**src/rtl/id_decode_interlock.sv**
```systemverilog
// Decode stage: register file, busy-register scoreboard with stall interlock, same-cycle BEQ/BNE resolution, ID/EX register.
// Optional writeback-to-operand forwarding is enabled by defining ID_WB_BYPASS_EN.
module id_decode_interlock #(
  parameter int DATA_W = 32
) (
  input  logic              CLK,
  input  logic              resetn,
  input  logic [31:0]       instruction,
  input  logic              instr_valid,
  input  logic              wb_en,
  input  logic [4:0]        wb_addr,
  input  logic [DATA_W-1:0] wb_data,
  output logic              PCSrc,
  output logic              stall,
  output logic              idex_valid,
  output logic [5:0]        idex_opcode,
  output logic [5:0]        idex_funct,
  output logic [DATA_W-1:0] idex_rs_val,
  output logic [DATA_W-1:0] idex_rt_val,
  output logic [DATA_W-1:0] idex_imm,
  output logic [4:0]        idex_dest
);

  localparam logic [5:0] OP_RTYPE = 6'h00;
  localparam logic [5:0] OP_BEQ   = 6'h04;
  localparam logic [5:0] OP_BNE   = 6'h05;
  localparam logic [5:0] OP_ADDI  = 6'h08;
  localparam logic [5:0] OP_LW    = 6'h23;
  localparam logic [5:0] OP_SW    = 6'h2B;

  logic [DATA_W-1:0] r_regs [32];
  logic [31:0]       r_busy;

  logic [5:0]        w_opcode;
  logic [4:0]        w_rs;
  logic [4:0]        w_rt;
  logic [4:0]        w_rd;
  logic              w_use_rs;
  logic              w_use_rt;
  logic [4:0]        w_dest;
  logic              w_rs_fwd;
  logic              w_rt_fwd;
  logic [DATA_W-1:0] w_rs_val;
  logic [DATA_W-1:0] w_rt_val;
  logic [DATA_W-1:0] w_imm;
  logic              w_hazard;
  logic              w_accept;
  logic              w_take;
  logic [31:0]       w_set_vec;
  logic [31:0]       w_clr_vec;
  logic [31:0]       w_busy_nxt;

  assign w_opcode = instruction[31:26];
  assign w_rs     = instruction[25:21];
  assign w_rt     = instruction[20:16];
  assign w_rd     = instruction[15:11];
  assign w_imm    = {{(DATA_W-16){instruction[15]}}, instruction[15:0]};

  // Source usage and destination per opcode
  always_comb begin
    w_use_rs = 1'b0;
    w_use_rt = 1'b0;
    w_dest   = 5'd0;
    case (w_opcode)
      OP_RTYPE: begin
        w_use_rs = 1'b1;
        w_use_rt = 1'b1;
        w_dest   = w_rd;
      end
      OP_LW, OP_ADDI: begin
        w_use_rs = 1'b1;
        w_dest   = w_rt;
      end
      OP_SW, OP_BEQ, OP_BNE: begin
        w_use_rs = 1'b1;
        w_use_rt = 1'b1;
      end
      default: begin
        w_use_rs = 1'b0;
        w_use_rt = 1'b0;
        w_dest   = 5'd0;
      end
    endcase
  end

  // Writeback forwarding match; r0 is never forwarded
  always_comb begin
    w_rs_fwd = 1'b0;
    w_rt_fwd = 1'b0;
`ifdef ID_WB_BYPASS_EN
    w_rs_fwd = wb_en && (wb_addr == w_rs) && (w_rs != 5'd0);
    w_rt_fwd = wb_en && (wb_addr == w_rt) && (w_rt != 5'd0);
`endif
  end

  assign w_rs_val = (w_rs == 5'd0) ? {DATA_W{1'b0}} : (w_rs_fwd ? wb_data : r_regs[w_rs]);
  assign w_rt_val = (w_rt == 5'd0) ? {DATA_W{1'b0}} : (w_rt_fwd ? wb_data : r_regs[w_rt]);

  // A forwarded source is satisfied this cycle even though its busy bit is still set
  assign w_hazard = (w_use_rs && r_busy[w_rs] && !w_rs_fwd) ||
                    (w_use_rt && r_busy[w_rt] && !w_rt_fwd);
  assign w_accept = instr_valid && !w_hazard;
  assign w_take   = ((w_opcode == OP_BEQ) && (w_rs_val == w_rt_val)) ||
                    ((w_opcode == OP_BNE) && (w_rs_val != w_rt_val));

  assign stall = resetn && instr_valid && w_hazard;
  assign PCSrc = resetn && w_accept && w_take;

  // Set wins over clear so a same-cycle writeback cannot drop a fresh reservation
  assign w_set_vec  = (w_accept && (w_dest != 5'd0)) ? (32'd1 << w_dest) : 32'd0;
  assign w_clr_vec  = wb_en ? (32'd1 << wb_addr) : 32'd0;
  assign w_busy_nxt = w_set_vec | (r_busy & ~w_clr_vec);

  // Scoreboard register
  always_ff @(posedge CLK or negedge resetn) begin
    if (!resetn) begin
      r_busy <= 32'd0;
    end else begin
      r_busy <= w_busy_nxt;
    end
  end

  // Register file; r0 stays zero because it is never written
  always_ff @(posedge CLK or negedge resetn) begin
    if (!resetn) begin
      for (int i = 0; i < 32; i++) begin
        r_regs[i] <= {DATA_W{1'b0}};
      end
    end else if (wb_en && (wb_addr != 5'd0)) begin
      r_regs[wb_addr] <= wb_data;
    end
  end

  // ID/EX pipeline register; any non-accepted cycle loads an all-zero bubble
  always_ff @(posedge CLK or negedge resetn) begin
    if (!resetn) begin
      idex_valid  <= 1'b0;
      idex_opcode <= 6'd0;
      idex_funct  <= 6'd0;
      idex_rs_val <= {DATA_W{1'b0}};
      idex_rt_val <= {DATA_W{1'b0}};
      idex_imm    <= {DATA_W{1'b0}};
      idex_dest   <= 5'd0;
    end else if (w_accept) begin
      idex_valid  <= 1'b1;
      idex_opcode <= w_opcode;
      idex_funct  <= instruction[5:0];
      idex_rs_val <= w_rs_val;
      idex_rt_val <= w_rt_val;
      idex_imm    <= w_imm;
      idex_dest   <= w_dest;
    end else begin
      idex_valid  <= 1'b0;
      idex_opcode <= 6'd0;
      idex_funct  <= 6'd0;
      idex_rs_val <= {DATA_W{1'b0}};
      idex_rt_val <= {DATA_W{1'b0}};
      idex_imm    <= {DATA_W{1'b0}};
      idex_dest   <= 5'd0;
    end
  end

endmodule

```
**config.mk**
```make
export PLATFORM = sky130hd
export DESIGN_NAME = id_decode_interlock
export DESIGN_NICKNAME = d
export VERILOG_FILES = /design/src/rtl/id_decode_interlock.sv
export SDC_FILE = /design/constraint.sdc
export NUM_CORES = 2
export LEC_CHECK = 0
export ABC_CLOCK_PERIOD_IN_PS = 4500
export CAP_MARGIN = 20
export CORE_UTILIZATION = 45
export DETAILED_ROUTE_END_ITERATION = 16
export DONT_BUFFER_PORTS = 1
export PLACE_DENSITY = 0.62
export SYNTH_ARGS = -nofsm -noshare
export SYNTH_HDL_FRONTEND = slang
export SYNTH_SLANG_ARGS = --single-unit
```
**constraint.sdc**
```tcl
create_clock -name CLK -period 4.5 [get_ports CLK]
set_clock_uncertainty 0.05 [all_clocks]
set_input_delay 0.45 -clock CLK [delete_from_list [all_inputs] [get_ports CLK]]
set_output_delay 0.45 -clock CLK [all_outputs]
set_load 0.05 [all_outputs]
```
* Word-level counts from Yosys, hierarchy flattened
Cells that the tools add are included.
** Storage, ports and cells
- Flip-flop bits (word level) :: 1170
- Bits of input ports :: 73
- Output and inout port bits :: 116
- Logic and storage cells :: 111
** Cells by class
- Order comparisons :: 6
- Equal/unequal tests :: 7
- Shift-type cells :: 2
- Multiplexer cells :: 27
- Bitwise operators :: 6
- Reductions and logical operators :: 23
** Operators with widths (number)
- $bwmux 1024 :: 1
- $mux 32 :: 12
- $bmux 32 s5 :: 2
- $demux 32 s5 :: 1
- $shl 1x5->32 const A :: 2
- $and 32x32->32 :: 1
- $eq 32x32->1 :: 1
- $ne 32x32->1 :: 1
- $not 32->32 :: 1
- $or 32x32->32 :: 1
- $ge 6x6->1 const B :: 3
- $not 5->6 :: 3
- $eq 6x3->1 const B :: 2
- $eq 6x6->1 const B :: 2
- $logic_and 1x1->1 :: 12
- $lt 5x6->1 const B :: 2
- $mux 6 :: 2
- $bmux 1 s5 :: 2
- $logic_not 5->1 :: 2
- $pmux 5 s2 :: 1
- $reduce_bool 5->1 :: 2
- $eq 6x4->1 const B :: 1
- $logic_not 6->1 :: 1
- $lt 6x1->1 const B :: 1
- other kinds (7) :: 12

* Longest topological paths before layout
- Word-level depth :: 10
- Depth in mapped cells :: 16

* Least setup slack after synthesis
OpenSTA, ideal clock, no wires.
- Path type :: in2out
- Start point :: input instruction[16]
- End point :: output PCSrc
- Arrival time :: 3.312 ns
- Required time :: 4.000 ns
- Path slack :: 0.688 ns
- Stages on the path :: 13
- Cell sequence :: buf_6 > buf_8 > buf_6 > buf_2 > mux2_2 > a221oi_1 > o22ai_1 > o21ai_0 > xnor2_1 > nand4_1 > nor4_1 > and4_1 > mux2_1
** On the way
- Cells in the longest elaborated chain, start to end :: 9
- Elaborated cells on any way between the ends :: 19
- Those cells by class :: eq/ne (2); mux (6); bitwise (1); reduce/logical (10)
** RTL lines
- start, declared :: RTL line 8 : input logic [31:0] instruction,
- $not 5->6 (implied by the code) :: RTL line 97 : assign w_rt_val = (w_rt == 5'd0) ? {DATA_W{1'b0}} : (w_rt_fwd ? wb_data : r_regs[w_rt]);
- $bmux 32 s5 :: RTL line 97
- $mux 32 (implied by the code) (2 in a row) :: RTL line 97
- $mux 32 :: RTL line 97
- $eq 32x32->1 / $ne 32x32->1 (equally long branches) :: RTL line 103, 104
- $logic_and 1x1->1, on equally long branches :: RTL line 103, 104
- $logic_or 1x1->1 :: RTL line 103 : assign w_take = ((w_opcode == OP_BEQ) && (w_rs_val == w_rt_val)) ||
- $logic_and 1x1->1 (*) :: RTL line 107 : assign PCSrc = resetn && w_accept && w_take;
- end, declared :: RTL line 13 : output logic PCSrc,
Mark *: on every way between the ends. The rest lies on a longest branch, timed or not. The select of a mux whose other input is x is not followed.

* Final worst setup path
Same ends and word-level chain as after synthesis.

==> flow_summary.ini <==
[outcome]
run_status = finished with violations
violations_in_the_final_reports = setup timing

[layout]
fin_area_um2 = 67300
design.final.nets = 4190
post_route_cells_drive_above_1_share_pct = 44.9
final_core_util_pct = 51.0
final_common_cell = sky130_fd_sc_hd__dfrtp_1
nFillCells = 11100
area_growth_syn_to_layout_pct = 12.0
final_cell_count_no_fill = 5971
final_cell_mix = 1147 x sky130_fd_sc_hd__dfrtp_1, 1011 x sky130_fd_sc_hd__mux2_2, 429 x sky130_fd_sc_hd__mux4_2

[synth]
synthXorXnorAreaFrac_pct = 0.437
syn_avg_cell_area_um2 = 14.3
synth_compound_gate_area_share_pct = 3.96
synth_fa_ha_area_share_pct = 0
synthDominantCellAreaShare_pct = 47.8
count_of_flip_flops_with_a_built_in_enable_after_synthesis = 0
postSynthNetCount = 4274
post_synth_mux_area_share_pct = 40.1
proportion_of_synthesized_flip_flops_having_asynchronous_set_or_reset_pct = 100
sequential_fraction_of_the_synthesis_area_pct = 47.8
synth_area_leaders = sky130_fd_sc_hd__dfrtp_1 48%, sky130_fd_sc_hd__mux2_2 19%, sky130_fd_sc_hd__mux4_2 16%, sky130_fd_sc_hd__mux2i_1 4.6%, sky130_fd_sc_hd__clkbuf_1 1.6%
post_synth_and_or_nand_nor_area_fraction_pct = 3.50
yosysUniqueCellTypes = 68
synth_seq_cells = 1148
syn-cell-area_um2 = 60100
ys.warnings.count = 0
synth_top_area_cell = sky130_fd_sc_hd__dfrtp_1
postSynthCellCount = 4201
synth_flop_cell = sky130_fd_sc_hd__dfrtp_1
synth_top_family_by_area = multiplexers

[grt]
gr-usage-all-layers_pct = 29.1
grt_max_degree = 1150
first_pass_grt_wire_length_um = 286000
global_route.overflow_total = 0
grt_pass1_vias = 39600
antenna_found_initial = 10

[floorplanning]
fp-row-count = 133
fp.dieH_um = 367
die_area_um2 = 135000
floorplan.initialDensity_pct = 45.5
dieWidth_um = 367
core_region_area_um2 = 132000
io_pins = 189

[timing]
finalCriticalPeriod_ns = 4.99
final_max_tran_viols = 0
setup_tns_ns = -0.489
post-route-period-util_pct = 111
final_setup_violation_count = 1
hold_viol = 0
setup_repair_after_global_routing_missed_its_margin = true
setup_slack_ns = -0.489
max_slew.worst_pin.slew_ns = 1.18
tightest_slew_margin_relative_to_the_limit_pct = 21.6
fin_hold_ws_ns = 0.0298
fmax_mhz = 200

[route]
antenna_violating_nets_remaining = 0
detailed_route_drc_error_count = 0
route.detailed.wl_per_inst_um = 32.8
drt-initial-drc-count = 4511
number_of_optimization_iterations_in_the_first_detailed_route_pass = 6
avgViaCountPerCell = 6.57
vias = 39200
routed_wl_um = 196000

[power]
sequentialPowerShare_pct = 45.5
switching_share_pct = 27.0
maximum_resistive_drop_on_vdd_mv = 0.315
leakage_nw = 29.3
power-per-cell-area_nw_per_um2 = 451
pwr-share-comb_pct = 18.2
cell_internal_pwr_mw = 22.2
pwr-share-clk_pct = 36.3
net-switching-power_mw = 8.20
total_power_mw = 30.4

[clocking]
clock_sinks = 1148
htree_num_levels = 4
insertion_delay_ns = 0.76
tritoncts = built
clk_transition_reported_paths_ns = 0.06
clk_root_buffer_cell = sky130_fd_sc_hd__clkbuf_16
cts_inserted_buffers = 132
cts_buffer_depth = 3

[critical_path]
critPathCaptureType = output pin
worstPathArrival_ns = 4.49
crit_path_max_fanout = 340
ff2ff_setup_slack_ns = 0.84
critical_path.startpoint_type = input port
worst_ep_required_ns = 4.00
crit_type = input port to output pin
r2r.worst_path.cells = 7

[flow_run]
maxCapViolCount = 0

[hold_path]
worstHoldPathType = input port to async pin

[place]
dp_worst_setup_slack_ns = -0.791
hpwlAfterDp_um = 109000
gp_congestion = 0.844
placed_area_um2 = 61600
buffer_ports.inserted = 0
place_inst = 5644
-- final timing paths --
path,start,end
worst min register to register,r_regs[1020]$_DFFE_PN0P_,r_regs[1020]$_DFFE_PN0P_
min in group CLK,instruction[25],idex_rs_val[30]$_DFF_PN0_
worst max-delay path,instruction[16],PCSrc
worst max register to register,r_busy[27]$_DFF_PN0_,idex_rs_val[9]$_DFF_PN0_
worst min-delay path,resetn,idex_imm[2]$_DFF_PN0_
max in group asynchronous,resetn,idex_rt_val[6]$_DFF_PN0_
-- flip-flops by register name (all words and copies together), names as in the netlist --
register and cells:
idex_valid 1, r_regs 1024, idex_rt_val 32, idex_dest 5, idex_rs_val 32, idex_opcode 6
idex_imm 16, r_busy 32
-- critical path, stage by stage --
cell and delay (ns):
sky130_fd_sc_hd__mux4_1 0.60, sky130_fd_sc_hd__nor2_1 0.06, sky130_fd_sc_hd__o32ai_2 0.28, sky130_fd_sc_hd__a21oi_2 0.09, sky130_fd_sc_hd__buf_4 0.15, sky130_fd_sc_hd__or3_1 0.32, sky130_fd_sc_hd__a2111oi_2 0.40, sky130_fd_sc_hd__buf_4 0.19
sky130_fd_sc_hd__nand4_1 0.21, sky130_fd_sc_hd__buf_4 0.25, sky130_fd_sc_hd__nor4_4 0.20, sky130_fd_sc_hd__buf_4 0.18, sky130_fd_sc_hd__and4_4 0.24, sky130_fd_sc_hd__mux2_4 0.32, sky130_fd_sc_hd__buf_8 0.15
-- power groups by stage --
stage	Combinational (mW)	Sequential, mW	Clock, mW
3_3_place_gp	4.92	13.9	0
5_1_grt	5.92	14.0	11.6
3_5_place_dp	5.02	13.9	0
6_report	5.55	13.8	11.0
2_1_floorplan	4.42	13.4	0
4_1_cts	5.25	13.8	11.2
-- kinds of logic (layout without fill, tap and decap cells) --
group | Yosys count | count (layout)
mux | 1728 | 1728
flops | 1148 | 1148
buf+inv | 484 | 496
simple gates | 469 | 469
compound gates | 342 | 342
xor+xnor | 30 | 30
other cells | 0 | 3
-- layout make-up --
class                      count  area [um^2]  share of cell area [%]
antenna                        3         7.51                  0.0112
clock buffer                 199         4000                    5.94
clock inverter                31          400                   0.595
inverter                      19         76.3                   0.113
multi-input combinational   2569        29100                    43.3
sequential                  1148        28700                    42.7
tap                         1755         2200                    3.26
timing repair buffer         247         2770                    4.11
-- cell usage after synthesis (7+ instances only) --
master and n:
sky130_fd_sc_hd__a21oi_1 46, sky130_fd_sc_hd__a221o_1 7, sky130_fd_sc_hd__a221oi_1 39, sky130_fd_sc_hd__a22o_1 7
sky130_fd_sc_hd__a22oi_1 50, sky130_fd_sc_hd__a31oi_1 8, sky130_fd_sc_hd__a32oi_1 17, sky130_fd_sc_hd__and3_1 28
sky130_fd_sc_hd__buf_1 57, sky130_fd_sc_hd__buf_2 55, sky130_fd_sc_hd__buf_4 50, sky130_fd_sc_hd__buf_6 33
sky130_fd_sc_hd__buf_8 8, sky130_fd_sc_hd__clkbuf_1 257, sky130_fd_sc_hd__dfrtp_1 1148, sky130_fd_sc_hd__inv_1 15
sky130_fd_sc_hd__mux2_2 1011, sky130_fd_sc_hd__mux2i_1 276, sky130_fd_sc_hd__mux4_1 14, sky130_fd_sc_hd__mux4_2 426
sky130_fd_sc_hd__nand2_1 186, sky130_fd_sc_hd__nand3_1 58, sky130_fd_sc_hd__nand4_1 9, sky130_fd_sc_hd__nor2_1 133
sky130_fd_sc_hd__nor2b_1 8, sky130_fd_sc_hd__nor3_1 9, sky130_fd_sc_hd__o211ai_1 19, sky130_fd_sc_hd__o21ai_0 73
sky130_fd_sc_hd__o221ai_1 17, sky130_fd_sc_hd__o22ai_1 34, sky130_fd_sc_hd__xnor2_1 12, sky130_fd_sc_hd__xor2_1 18
-- layer usage --
layer,GRT usage (%),wire length [um],vias up
met5,0,53,-
met4,10.8,7200,8
met3,7.26,17900,386
met2,43.0,87300,1928
met1,41.3,83400,21200
li1,-,-,15700
-- what timing repair did --
action	CTS	global route
endpoints found under the hold margin	2174	188
gates resized for setup	18	1
pin swaps	9	0
setup endpoints to repair	1	1
hold buffers	64	1
setup buffers	8	0
Power figures use the tool's default switching activity.
